## src/rtl/mem_arb_pkg.sv

```systemverilog
// Shared types for the two-port SRAM arbiter: FSM states, port ids,
// captured request and response-tag layouts.
package mem_arb_pkg;

    // Geometry of the MemGen_16_10 macro; mem_req_t is sized to it.
    localparam int MEM_ADDR_W = 10;
    localparam int MEM_DATA_W = 16;

    typedef enum logic {
        ST_INIT = 1'b0,
        ST_RUN  = 1'b1
    } state_e;

    localparam logic PORT_A = 1'b0;
    localparam logic PORT_B = 1'b1;

    typedef struct packed {
        logic                  we;
        logic [MEM_ADDR_W-1:0] addr;
        logic [MEM_DATA_W-1:0] wdata;
    } mem_req_t;

    typedef struct packed {
        logic vld;
        logic port;
    } rsp_tag_t;

endpackage

```

## src/rtl/rr_arb2.sv

```systemverilog
// Two-way round-robin grant. The pointer names the port that wins a tie and
// moves to the losing side after every grant taken while advance is high.
module rr_arb2
    import mem_arb_pkg::*;
(
    input  logic       clock,
    input  logic       rst_n,
    input  logic [1:0] req,
    input  logic       advance,
    output logic [1:0] gnt
);

    logic r_ptr;

    always_comb begin
        gnt = req;
        if (&req)
            gnt = (r_ptr == PORT_A) ? 2'b01 : 2'b10;
    end

    always_ff @(posedge clock) begin
        if (!rst_n)
            r_ptr <= PORT_A;
        else if (advance && (|gnt))
            r_ptr <= gnt[PORT_A] ? PORT_B : PORT_A;
    end

endmodule

```

## src/rtl/mem_port_arbiter.sv

```systemverilog
// Arbitrates ports A and B onto one single-port SRAM macro: zero-fills the
// array after reset, then issues one access per cycle and routes read data back.
module mem_port_arbiter
    import mem_arb_pkg::*;
#(
    parameter int ADDR_W     = MEM_ADDR_W,
    parameter int DATA_W     = MEM_DATA_W,
    parameter int RD_LAT     = 1,
    parameter bit INIT_CLEAR = 1'b1
) (
    input  logic              clock,
    input  logic              rst_n,
    input  logic              a_req_valid,
    output logic              a_req_ready,
    input  logic              a_req_we,
    input  logic [ADDR_W-1:0] a_req_addr,
    input  logic [DATA_W-1:0] a_req_wdata,
    output logic              a_rsp_valid,
    output logic [DATA_W-1:0] a_rsp_rdata,
    input  logic              b_req_valid,
    output logic              b_req_ready,
    input  logic              b_req_we,
    input  logic [ADDR_W-1:0] b_req_addr,
    input  logic [DATA_W-1:0] b_req_wdata,
    output logic              b_rsp_valid,
    output logic [DATA_W-1:0] b_rsp_rdata,
    output logic              mem_chip_en,
    output logic              mem_wr_en,
    output logic              mem_rd_en,
    output logic [ADDR_W-1:0] mem_addr,
    output logic [DATA_W-1:0] mem_wr_data,
    input  logic [DATA_W-1:0] mem_rd_data,
    output logic              init_done
);

    localparam state_e ST_RESET = INIT_CLEAR ? ST_INIT : ST_RUN;

    state_e            r_state;
    state_e            w_state_nxt;
    logic [ADDR_W-1:0] r_cnt;
    logic              w_run;
    logic [1:0]        w_valid;
    logic [1:0]        w_gnt;
    logic [1:0]        w_ready;
    logic [1:0]        w_accept;
    logic              w_any_acc;
    mem_req_t          w_req;

    logic              r_chip_en;
    logic              r_wr_en;
    logic              r_rd_en;
    logic [ADDR_W-1:0] r_addr;
    logic [DATA_W-1:0] r_wr_data;
    logic              r_init_done;

    // Tag slot 0 lines up with the macro strobe; slot RD_LAT with mem_rd_data.
    rsp_tag_t [RD_LAT:0] r_tag_pipe;
    rsp_tag_t            w_rsp_tag;

    assign w_run   = (r_state == ST_RUN);
    assign w_valid = {b_req_valid, a_req_valid};

    rr_arb2 u_rr_arb2 (
        .clock   (clock),
        .rst_n   (rst_n),
        .req     (w_valid),
        .advance (w_run),
        .gnt     (w_gnt)
    );

    always_ff @(posedge clock) begin
        if (!rst_n)
            r_state <= ST_RESET;
        else
            r_state <= w_state_nxt;
    end

    always_comb begin
        w_state_nxt = r_state;
        if (r_state == ST_INIT && r_cnt == '1)
            w_state_nxt = ST_RUN;
    end

    always_comb begin
        w_ready = 2'b00;
        if (r_state == ST_RUN)
            w_ready = w_gnt;
    end

    assign a_req_ready = w_ready[PORT_A];
    assign b_req_ready = w_ready[PORT_B];
    assign w_accept    = w_valid & w_ready;
    assign w_any_acc   = |w_accept;

    always_comb begin
        if (w_accept[PORT_B])
            w_req = '{we: b_req_we, addr: b_req_addr, wdata: b_req_wdata};
        else
            w_req = '{we: a_req_we, addr: a_req_addr, wdata: a_req_wdata};
    end

    always_ff @(posedge clock) begin
        if (!rst_n)
            r_cnt <= '0;
        else if (r_state == ST_INIT)
            r_cnt <= r_cnt + 1'b1;
    end

    always_ff @(posedge clock) begin
        if (!rst_n) begin
            r_chip_en <= 1'b0;
            r_wr_en   <= 1'b0;
            r_rd_en   <= 1'b0;
            r_addr    <= '0;
            r_wr_data <= '0;
        end else if (r_state == ST_INIT) begin
            r_chip_en <= 1'b1;
            r_wr_en   <= 1'b1;
            r_rd_en   <= 1'b0;
            r_addr    <= r_cnt;
            r_wr_data <= '0;
        end else begin
            r_chip_en <= w_any_acc;
            r_wr_en   <= w_any_acc & w_req.we;
            r_rd_en   <= w_any_acc & ~w_req.we;
            r_addr    <= w_req.addr;
            r_wr_data <= w_req.wdata;
        end
    end

    always_ff @(posedge clock) begin
        if (!rst_n) begin
            r_tag_pipe <= '0;
        end else begin
            r_tag_pipe[0] <= rsp_tag_t'{vld: w_any_acc & ~w_req.we, port: w_accept[PORT_B]};
            for (int i = 1; i <= RD_LAT; i++)
                r_tag_pipe[i] <= r_tag_pipe[i-1];
        end
    end

    // Lags the FSM by one cycle so it rises after the final clear write is on the pins.
    always_ff @(posedge clock) begin
        if (!rst_n)
            r_init_done <= 1'b0;
        else
            r_init_done <= (r_state == ST_RUN);
    end

    assign w_rsp_tag   = r_tag_pipe[RD_LAT];
    assign a_rsp_valid = w_rsp_tag.vld & (w_rsp_tag.port == PORT_A);
    assign b_rsp_valid = w_rsp_tag.vld & (w_rsp_tag.port == PORT_B);
    assign a_rsp_rdata = mem_rd_data;
    assign b_rsp_rdata = mem_rd_data;

    assign mem_chip_en = r_chip_en;
    assign mem_wr_en   = r_wr_en;
    assign mem_rd_en   = r_rd_en;
    assign mem_addr    = r_addr;
    assign mem_wr_data = r_wr_data;
    assign init_done   = r_init_done;

endmodule

```

## config.mk

```make
export PLATFORM = sky130hd
export DESIGN_NAME = mem_port_arbiter
export DESIGN_NICKNAME = d
export VERILOG_FILES = /design/src/rtl/mem_arb_pkg.sv /design/src/rtl/rr_arb2.sv /design/src/rtl/mem_port_arbiter.sv
export SDC_FILE = /design/constraint.sdc
export NUM_CORES = 1
export LEC_CHECK = 0
export ABC_AREA = 1
export BUFFER_PORTS_ARGS = -buffer_cell sky130_fd_sc_hd__buf_2
export CORE_MARGIN = 2
export CORE_UTILIZATION = 42
export DETAILED_ROUTE_END_ITERATION = 8
export PLACE_DENSITY = 0.8
export SLEW_MARGIN = 30
export SYNTH_ARGS = -nofsm -noshare
export SYNTH_HDL_FRONTEND = slang
export SYNTH_HIERARCHICAL = 1
export SYNTH_SLANG_ARGS = --single-unit
export TNS_END_PERCENT = 50
```

## constraint.sdc

```tcl
create_clock -name clock -period 1.83 [get_ports clock]
set_clock_uncertainty 0.05 [all_clocks]
set_input_delay 0.366 -clock clock [delete_from_list [all_inputs] [get_ports clock]]
set_output_delay 0.366 -clock clock [all_outputs]
set_load 0.05 [all_outputs]
```

==> flow_summary.ini <==
[detailed_routing]
drt_first_pass_iters = 4
drt_iter0_drc = 75
wl_per_cell_um = 11.5
num_vias = 1864
drcViolationCount = 0
drt-total-wl_mm = 4.69
ant_nets = 0
via_per_inst = 4.58

[critical_path]
slowest_stage = dfxtp_1
cp_max_fo = 20
startpoint_type = flop
cpPeakStageDelay_ps = 410
crit_chain = buf_6 > nand2_1 > inv_1 > buf_2
crit_path_end_kind = output port
crit_type = reg -> out
cp.arrival_ps = 1310
worstReg2RegEnd = mem_wr_en
rrSetupSlack_ps = 310
crit_family = buffers and inverters
reg2reg_from = u_rr_arb2/r_ptr
ff2ff_path_depth = 9
cp_data_required_time_ps = 1410
critical_path_buf_inv_count = 3

[logic_synthesis]
synthArstFlopShare = 0
ys_ff_latch = 46
yosysSeqAreaShare = 0.431
syn_area_um2 = 2140
synth_cells = 280
synthFlopType = dfxtp_1
synth_edf_count = 0
ys_warn_count = 6
syn_nets = 355
synth.avg_cell_area_um2 = 7.63
synth.distinct_cells = 27

[pwr]
leakagePower_nw = 1.36
p_per_area_nw_per_um2 = 743
peakVddDrop_uv = 277

[clocking]
ctsRootBufferMaster = clkbuf_8
numClockSinks = 46
ctsLongestPathBuffers = 2
insertion_delay_ps = 290
cts_buffers = 5
clk_pin_slew_worst_paths_ps = 80
cts_tree = yes
cts_max_level = 2

[global_routing]
grtUsageMet3 = 0.0384
grt_first_pass_wirelength_mm = 7.31
grt.total_usage = 0.167
grt_max_degree = 30
grtUsageMet2 = 0.277
grt_use_met1 = 0.209
gr-max-usage-layer = met2
grt_antenna_before_repair = 0
grt_pass1_vias = 1756
overflow = 0

[floorplan]
placementRows = 25
dieArea_um2 = 5670
fp.dieH_um = 75.3
die_w_um = 75.3
start_util = 0.444
core-area_um2 = 4820
io_pins = 140

[cells_and_area]
nNetsFinal = 414
n_antenna_cell = 0
areaGrowthSynthToFinish_pct = 17.2
drive_gt1_frac = 0.344

[worst_hold_path]
min_path_type = in -> reg
min_to = mem_wr_data[12]
min_from = b_req_wdata[12]
holdPathStages = 3

[place]
port_buffers = 91
gp_routability_congestion = 0.876
hpwl_mm = 3.43
post-place-ws_ps = 140

[timing]
hold_viol = 0
finalSetupTns_ps = 0
max_slew.worst_pin.slew_ps = 435
period_share = 0.940
setup-violations-final = 0
relSlewSlack = 0.709
max_freq_mhz = 581
period_needed_ps = 1720
timing.final.ws_setup_ps = 109
finalMaxSlewViolations = 0
rsz0062_at_grt = false

[status]
outcome = finished clean

[flow_run]
cap_violations = 0
## per-stage QoR
step	hold slack, ps	util	instance area (um2)	total power, W	cells
2_1_floorplan	340	-	2140	0.00129	280
3_3_place_gp	359	0.496	2390	0.00117	399
3_5_place_dp	361	0.496	2390	0.00117	399
4_1_cts	237	0.519	2500	0.00188	407
5_1_grt	255	0.520	2500	0.00193	407
6_report	241	0.520	2500	0.00186	407
## placed cells by master, fill, tap and decap left out, drive strengths merged
cell type | synthesis | final
or2 | 1 | 1
nor2 | 43 | 43
nand2 | 52 | 52
inv | 31 | 31
nor3 | 2 | 2
o21bai | 1 | 1
clkinv | 1 | 1
clkbuf | 0 | 8
a211oi | 1 | 1
a21boi | 2 | 2
o211ai | 7 | 7
nand3 | 11 | 11
ha | 1 | 1
nand4 | 4 | 4
a21oi | 13 | 13
o21ai | 20 | 20
a31oi | 2 | 2
buf | 42 | 94
dfxtp | 46 | 46
## synth_stat cells (5+ instances only)
cell type,n,share of area
buf_6,5,0.026
dfxtp_1,46,0.43
inv_1,27,0.047
a21oi_1,12,0.028
nand3_1,11,0.026
o21ai_0,12,0.028
nor2_1,41,0.072
buf_4,32,0.11
buf_2,5,0.012
o211ai_1,7,0.025
nand2_1,48,0.084
o21ai_1,8,0.019
## state kept, by name (all words and copies together), names as in the netlist
register	flops
mem_rd_en	1
mem_wr_data	16
r_state	1
mem_addr	10
u_rr_arb2/r_ptr	1
r_cnt	10
mem_chip_en	1
init_done	1
r_tag_pipe	4
mem_wr_en	1
## report_power, final
group | switching [W] | internal (W) | leakage [nW] | total, W
logic | 0.0000699 | 0.0000629 | 0.931 | 0.000133
clock network | 0.000328 | 0.000381 | 0.0575 | 0.000709
registers | 0.00000784 | 0.00101 | 0.372 | 0.00102
## metal layers
metal | part of all wire | routed length, um
met5 | 0 | 0
met4 | 0.017 | 78
met3 | 0.076 | 357
met2 | 0.46 | 2150
met1 | 0.45 | 2100
## worst max path at each step
stage,startpoint,end,slack [ps],cells after the start
after floorplan,r_state,a_req_ready,340,4
after global placement,a_req_valid,a_req_ready,170,5
after detailed placement,a_req_valid,a_req_ready,140,5
after CTS,u_rr_arb2/r_ptr,a_req_ready,20,4
after global routing,r_state,a_req_ready,20,4
final,r_state,a_req_ready,110,4
## timing repair
| action | CTS | global route |
|---|---|---|
| hold buffers | 0 | 0 |
| endpoints found under the setup margin | 0 | 1 |
| setup buffers | 0 | 0 |
| resized for setup | 0 | 2 |
## cell type report
cell class,count,area [um2]
clock buffer,8,110
inverter,32,125
tap,67,83.8
fill,516,2310
multi-input combinational,160,769
sequential,46,921
timing repair buffer,94,494
## worst min-delay path, cell delays in order
cell and delay [ps]:
buf_2 70, nor2_1 40, nor2_1 80
## logic make-up after synthesis
kind of cell,synth area share
AOI/OAI and AO/OA,0.125
adders and majority gates,0.00585
and+or+nand+nor,0.229
DFF,0.431
buffers and inverters,0.209
No activity file was read; power rests on OpenSTA's default activity.
